`src/rtl/md_unit_param.sv`:
```
// md_unit_param: HI/LO multiply-divide unit with configurable multiply latency,
// iterative restoring radix-2 divider, divide-by-zero pulse and start/busy handshake.
module md_unit_param #(
  parameter int WIDTH   = 32,
  parameter int MUL_LAT = 5
) (
  input  logic             Clk,
  input  logic             Rst_n,
  input  logic [3:0]       MDOp,
  input  logic             MDStart,
  input  logic [WIDTH-1:0] A,
  input  logic [WIDTH-1:0] B,
  output logic [WIDTH-1:0] Out,
  output logic             MDBusy,
  output logic             DivZero
);

  localparam int CNT_MAX = (MUL_LAT > WIDTH) ? MUL_LAT : WIDTH;
  localparam int CW      = $clog2(CNT_MAX);

  localparam logic [1:0] S_IDLE = 2'd0;
  localparam logic [1:0] S_MUL  = 2'd1;
  localparam logic [1:0] S_DIV  = 2'd2;
  localparam logic [1:0] S_FIX  = 2'd3;

  logic [1:0]         state;
  logic [CW-1:0]      cnt;
  logic [WIDTH-1:0]   hi, lo;
  logic [2*WIDTH-1:0] acc;
  logic [WIDTH-1:0]   dquo, drem, ddvs;
  logic               q_neg, r_neg;
  logic               div_zero;

  logic               op_mul, op_div, accept;
  logic               mul_signed, div_signed, a_neg, b_neg;
  logic [2*WIDTH-1:0] ext_a, ext_b, product, hilo, mul_res;
  logic [WIDTH-1:0]   a_mag, b_mag;
  logic [WIDTH:0]     shifted, trial;

  // Decode, operand conditioning, product/accumulate and one divider step
  always_comb begin
    op_mul     = (MDOp >= 4'd1) && (MDOp <= 4'd6);
    op_div     = (MDOp == 4'd14) || (MDOp == 4'd15);
    accept     = (state == S_IDLE) && MDStart && (op_mul || op_div);

    mul_signed = MDOp[0];
    ext_a      = {{WIDTH{mul_signed & A[WIDTH-1]}}, A};
    ext_b      = {{WIDTH{mul_signed & B[WIDTH-1]}}, B};
    product    = ext_a * ext_b;
    hilo       = {hi, lo};
    case (MDOp)
      4'd3, 4'd4: mul_res = hilo + product;
      4'd5, 4'd6: mul_res = hilo - product;
      default:    mul_res = product;
    endcase

    div_signed = (MDOp == 4'd14);
    a_neg      = div_signed & A[WIDTH-1];
    b_neg      = div_signed & B[WIDTH-1];
    a_mag      = a_neg ? -A : A;
    b_mag      = b_neg ? -B : B;

    // Partial remainder stays below the divisor, so the trial's top bit is its sign
    shifted    = {drem, dquo[WIDTH-1]};
    trial      = shifted - {1'b0, ddvs};
  end

  // Control FSM, HI/LO registers and divider datapath
  always_ff @(posedge Clk) begin
    if (!Rst_n) begin
      state    <= S_IDLE;
      cnt      <= '0;
      hi       <= '0;
      lo       <= '0;
      acc      <= '0;
      dquo     <= '0;
      drem     <= '0;
      ddvs     <= '0;
      q_neg    <= 1'b0;
      r_neg    <= 1'b0;
      div_zero <= 1'b0;
    end else begin
      div_zero <= 1'b0;
      case (state)
        S_IDLE: begin
          if (accept && op_mul) begin
            acc   <= mul_res;
            cnt   <= CW'(MUL_LAT - 1);
            state <= S_MUL;
          end else if (accept && op_div) begin
            if (B == '0) begin
              div_zero <= 1'b1;
            end else begin
              dquo  <= a_mag;
              drem  <= '0;
              ddvs  <= b_mag;
              q_neg <= a_neg ^ b_neg;
              r_neg <= a_neg;
              cnt   <= CW'(WIDTH - 1);
              state <= S_DIV;
            end
          end else if (MDOp == 4'd7) begin
            hi <= A;
          end else if (MDOp == 4'd8) begin
            lo <= A;
          end
        end
        S_MUL: begin
          if (cnt == '0) begin
            {hi, lo} <= acc;
            state    <= S_IDLE;
          end else begin
            cnt <= cnt - 1'b1;
          end
        end
        S_DIV: begin
          if (!trial[WIDTH]) begin
            drem <= trial[WIDTH-1:0];
            dquo <= {dquo[WIDTH-2:0], 1'b1};
          end else begin
            drem <= shifted[WIDTH-1:0];
            dquo <= {dquo[WIDTH-2:0], 1'b0};
          end
          if (cnt == '0) state <= S_FIX;
          else           cnt   <= cnt - 1'b1;
        end
        S_FIX: begin
          lo    <= q_neg ? -dquo : dquo;
          hi    <= r_neg ? -drem : drem;
          state <= S_IDLE;
        end
        default: state <= S_IDLE;
      endcase
    end
  end

  // Read port and status
  always_comb begin
    Out = '0;
    if (MDOp == 4'd9)       Out = hi;
    else if (MDOp == 4'd10) Out = lo;
    MDBusy  = (state != S_IDLE);
    DivZero = div_zero;
  end

endmodule

```
`config.mk`:
```
export PLATFORM = sky130hd
export DESIGN_NAME = md_unit_param
export DESIGN_NICKNAME = d
export VERILOG_FILES = /design/src/rtl/md_unit_param.sv
export SDC_FILE = /design/constraint.sdc
export NUM_CORES = 2
export LEC_CHECK = 0
export CORE_AREA = 4 4 331 333
export CTS_CLUSTER_DIAMETER = 120
export CTS_CLUSTER_SIZE = 30
export DETAILED_ROUTE_END_ITERATION = 10
export DIE_AREA = 0 0 335 337
export GPL_ROUTABILITY_DRIVEN = 0
export HOLD_SLACK_MARGIN = 0.02
export PLACE_DENSITY = 0.79
export SLEW_MARGIN = 0
export SYNTH_ARGS = -nofsm -noshare
export SYNTH_HDL_FRONTEND = slang
export SYNTH_SLANG_ARGS = --single-unit
```
`constraint.sdc`:
```
create_clock -name Clk -period 35.9 [get_ports Clk]
set_clock_uncertainty 0.05 [all_clocks]
set_input_delay 5.385 -clock Clk [delete_from_list [all_inputs] [get_ports Clk]]
set_output_delay 5.385 -clock Clk [all_outputs]
set_load 0.005 [all_outputs]
```
# Word-level counts from Yosys, hierarchy flattened
# Cells that the tools add are included.
word_totals:
  ff_bits: 234
  output_inout_bits: 34
op_classes:
  n_addsub: 8
  mul: 1
  order_cmp: 2
  n_eq_ne: 25
  muxes: 40
  bitwise_logic: 10
  n_reduce_logical: 25
ops:
  columns: ["operator", "n"]
  rows:
  - ["32-bit 2-to-1 mux", 22]
  - ["32-bit one-hot mux with 3 select lines", 2]
  - ["32-bit negation", 4]
  - ["32-bit one-hot mux with 2 select lines", 2]
  - ["64-bit one-hot mux with 2 select lines", 1]
  - ["64-bit adder", 1]
  - ["33-bit by 33-bit multiplier with 64-bit output", 1]
  - ["64-bit subtractor", 1]
  - ["33-bit by 32-bit subtractor with 33-bit output", 1]
  - ["32-bit logical NOT", 1]
  - ["4-bit == test, second input constant", 5]
  - ["5-bit 2-to-1 mux", 4]
  - ["4-bit by 3-bit == test with 1-bit output, second input constant", 4]
  - ["4-bit AND reduction", 4]
  - ["2-bit inequality test, second input constant", 7]
  - ["2-bit 2-to-1 mux", 5]
  - ["5-bit one-hot mux with 2 select lines", 1]
  - ["2-bit one-hot mux with 4 select lines", 1]
  - ["2-bit by 1-bit inequality test with 1-bit output, second input constant", 3]
  - ["6-bit AND reduction", 1]
  - ["2-bit nonzero test", 3]
  - ["2-bit OR reduction", 3]
  - ["1-bit logical AND", 5]
  - ["5-bit logical NOT", 1]
  - ["other kinds (18)", 28]

# Depth between registers and ports, before layout
logic_depth:
  word_depth: 8
  ltp_mapped: 49
  depth_no_buf: 45

# Worst setup path after synthesis
# Ideal clock, no wire load.
synth_timing:
  path_kind: "input port to flip-flop"
  from: "input port MDOp[0]"
  to: "register acc[63]"
  setup_time_ns: 0.131
  arrival_ns: 15.947
  path_slack_ns: 19.772
  cell_stages: 47
  cell_sequence: "clkbuf_1 > clkbuf_1 > and2_1 > clkbuf_1 > nand2_1 > inv_1 > fa_1 > fa_1 > fa_1 > inv_1 > fa_1 > inv_1 > fa_1 > fa_1 > inv_1 > fa_1 > fa_1 > inv_1 > [11 not listed] > or4_1 > o21ai_0 > xnor2_1 > ha_1 > clkbuf_1 > a21oi_1 > nor2b_1 > o21ai_0 > nand2b_1 > a21oi_1 > nor2b_1 > o21ai_0 > nand2b_1 > a21oi_1 > o21ai_0 > xnor2_1 > xnor2_1 > o22ai_1"
synth_between:
  elab_chain_len: 6
synth_rtl:
  columns: ["element", "line_no", "source"]
  rows:
  - ["start: declaration", "9", "input logic [3:0] MDOp,"]
  - ["parallel branches: the longest is 6 deep, another holds 33-bit by 33-bit multiplier with 64-bit output", null, null]
  - ["end signal: assignment", "87", "acc <= mul_res;"]
  - ["end: declaration", "29", "logic [2*WIDTH-1:0] acc;"]
# Several ways; the timed one is not identified.
# A chain may end at the register's enable or synchronous reset.

# Final worst setup path
layout_timing:
  from: "input port A[6]"
  to: "register acc[63]"
layout_between:
  elab_chain_len: 3
layout_rtl:
  columns: ["element", "line_no", "source"]
  rows:
  - ["start: declaration", "11", "input logic [WIDTH-1:0] A,"]
  - ["33-bit by 33-bit multiplier with 64-bit output (*)", "49", "product = ext_a * ext_b;"]
  - ["64-bit subtractor or 64-bit adder (tied branches)", "53, 52", null]
  - ["64-bit one-hot mux with 2 select lines (*)", "51", "case (MDOp)"]
# Every way passes the cells marked *; elsewhere a longest branch is shown, timed or not.

==> results.sh <==
export IMPL_fp_dieH_um=337
export IMPL_setup_viol=0
export IMPL_synth_edf_count=0
export IMPL_max_freq_ghz=0.0565
export IMPL_antenna_found_initial=2
export IMPL_synth_seq_cells=234
export IMPL_synthFlopType="dfxtp_1"
export IMPL_crit_slowest_cell="nor4_1"
export IMPL_syn_nets=8555
export IMPL_avgViaCountPerCell=6.17
export IMPL_cts_tree="yes"
export IMPL_wl_um=185000
export IMPL_drive_gt1_share_pct=3.02
export IMPL_rsz0062_at_grt="false"
export IMPL_finalHoldViolCount=0
export IMPL_nets=8305
export IMPL_dr_wl_met2_um=79400
export IMPL_grt_max_degree=84
export IMPL_ys_types=95
export IMPL_top_layer="met4"
export IMPL_dp_hpwl_um=144000
export IMPL_overflow=0
export IMPL_portBuffers=104
export IMPL_synthMuxAreaShare_pct=0.540
export IMPL_grt_total_usage_pct=32.7
export IMPL_clk_path_buf_depth=3
export IMPL_cpPeakStageDelay_ns=1.09
export IMPL_postCtsSetupBuffers=0
export IMPL_crit_required_ns=36.24
export IMPL_clk_latency_ns=0.53
export IMPL_syn_area_per_cell_um2=8.29
export IMPL_dr_wl_met3_um=25500
export IMPL_maxCapViolations=0
export IMPL_ios=105
export IMPL_period_share_pct=49.3
export IMPL_ctsResizeCount=0
export IMPL_worst_pin_slew_ns=1.30
export IMPL_clk_pin_slew_ns=0.12
export IMPL_async_flop_share_pct=0
export IMPL_drc=1
export IMPL_yosysWarnings=0
export IMPL_synth_top_family_by_area="adder cells"
export IMPL_synth_seq_area_share_pct=8.02
export IMPL_cp_end_kind="flop"
export IMPL_rows=120
export IMPL_finalSetupTns_ns=0
export IMPL_dieArea_um2=113000
export IMPL_arrival_ns=18.04
export IMPL_final_common_cell="inv_1"
export IMPL_cts_inserted_buffers=11
export IMPL_clock_sinks=234
export IMPL_drv_slew=0
export IMPL_cts_root_buf="clkbuf_16"
export IMPL_yosys_area_share_simple_pct=17.2
export IMPL_die_width_um=335
export IMPL_layout_common_cells="1,197 x inv_1, 1,127 x fa_1, 1,051 x nand2_1, 369 x and2_1, 316 x nor2_1"
export IMPL_startpoint_type="input port"
export IMPL_relSlewSlack_pct=12.7
export IMPL_wl_met1_um=68100
export IMPL_violations="design-rule violations"
export IMPL_finalCriticalPeriod_ns=17.70
export IMPL_worstSetupPathType="input port to flop"
export IMPL_netlist_instances=7039
export IMPL_grt_pass1_wl_um=290000
export IMPL_dr_pass1_iters=11
export IMPL_htree_levels=1
export IMPL_grt_pass1_vias=51633
export IMPL_wl_per_cell_um=22.5
export IMPL_critPathMaxFanout=38
export IMPL_hold_class="flop to flop"
export IMPL_start_util_pct=54.8
export IMPL_dr_total_vias=50540
export IMPL_status="finished, violations left"
export IMPL_ant_nets=0
export IMPL_syn_area_um2=58400
export IMPL_first_iter_violations=5928
export IMPL_synth_xor_area_share_pct=4.86
export IMPL_synthAdderAreaFrac_pct=45.5
export IMPL_cp_common_cell="fa_1"
export IMPL_syn_to_final_growth_pct=3.46
export IMPL_synth_compound_area_share_pct=13.2
export IMPL_core_area_um2=107000
export IMPL_holdBufCountCts=0
logic make-up (layout without fill, tap and decap cells):
group                    after synthesis  count (layout)
XOR/XNOR                             324             324
multiplexers                          31              31
other                                  0               5
AND/OR/NAND/NOR                     2150            2150
buffers and inverters               1661            1410
flip-flops                           234             234
adder cells (fa/ha/maj)             1445            1445
AO/OA/AOI/OAI                       1194            1194
critical path, delay by kind of cell:
family | cells | cell delay [ns]
fa+ha+maj | 10 | 4.30
simple gates | 5 | 2.50
xor+xnor | 3 | 1.09
buf+inv | 5 | 1.14
compound gates | 14 | 3.56
registers in the layout, summed over array words and instances, names as in the netlist:
register,cells
acc,64
dquo,32
q_neg,1
drem,32
r_neg,1
hi,32
cnt,5
ddvs,32
DivZero,1
lo,32
state,2
metal layers:
layer | vias up | GRT usage [%]
li1 | 21653 | -
met5 | - | 0
met1 | 24858 | 42.3
met2 | 3299 | 50.2
met3 | 730 | 9.83
met4 | 0 | 16.5
per-stage QoR:
| step | setup slack [ns] | hold slack [ns] | cells | util, % | cell area (um^2) |
|---|---|---|---|---|---|
| 2_1_floorplan | 19.77 | 0.382 | 7039 | - | 58400 |
| 3_3_place_gp | 18.23 | 0.392 | 8179 | 56.4 | 60100 |
| 3_5_place_dp | 17.97 | 0.399 | 8179 | 56.4 | 60100 |
| 4_1_cts | 18.48 | 0.417 | 8191 | 56.6 | 60400 |
| 5_1_grt | 17.73 | 0.441 | 8191 | 56.6 | 60400 |
| 6_report | 18.20 | 0.417 | 8196 | 56.7 | 60400 |
synthesized netlist by cell type, drive strengths merged, types with 78 or more instances:
library cell     n  share of area, %
and2           369               4.0
nand2         1051               6.8
clkbuf         384               2.5
buf             78              0.54
ha             318               6.8
a21oi          300               2.6
xor2           108               1.6
inv           1198               7.7
dfxtp          234               8.0
fa            1127                39
a21o            84               1.1
xnor2          216               3.2
o21ai          290               2.5
nor2           320               2.1
final cells by class:
type / count / area, um^2
clock inverter: 1 / 8.76
fill: 9347 / 46200
antenna: 5 / 12.5
multi-input combinational: 5144 / 47500
timing repair buffer: 199 / 1620
tap: 1403 / 1760
clock buffer: 11 / 275
inverter: 1199 / 4500
sequential: 234 / 4680
path summary, 6_finish.rpt:
| path | from | cells after the start | slack, ns | endpoint |
|---|---|---|---|---|
| max | A[6] | 37 | 18.20 | acc[63]$_SDFFE_PN0P_ |
| min reg2reg | acc[2]$_SDFFE_PN0P_ | 2 | 0.42 | acc[2]$_SDFFE_PN0P_ |
| min | acc[2]$_SDFFE_PN0P_ | 2 | 0.42 | acc[2]$_SDFFE_PN0P_ |
| max reg2reg | dquo[31]$_SDFFE_PN0P_ | 18 | 30.74 | drem[29]$_SDFFE_PN0P_ |
Power is left out: the tool's default activity adds up to more than one toggle a clock period on the data nets, which glitch-free logic cannot reach.
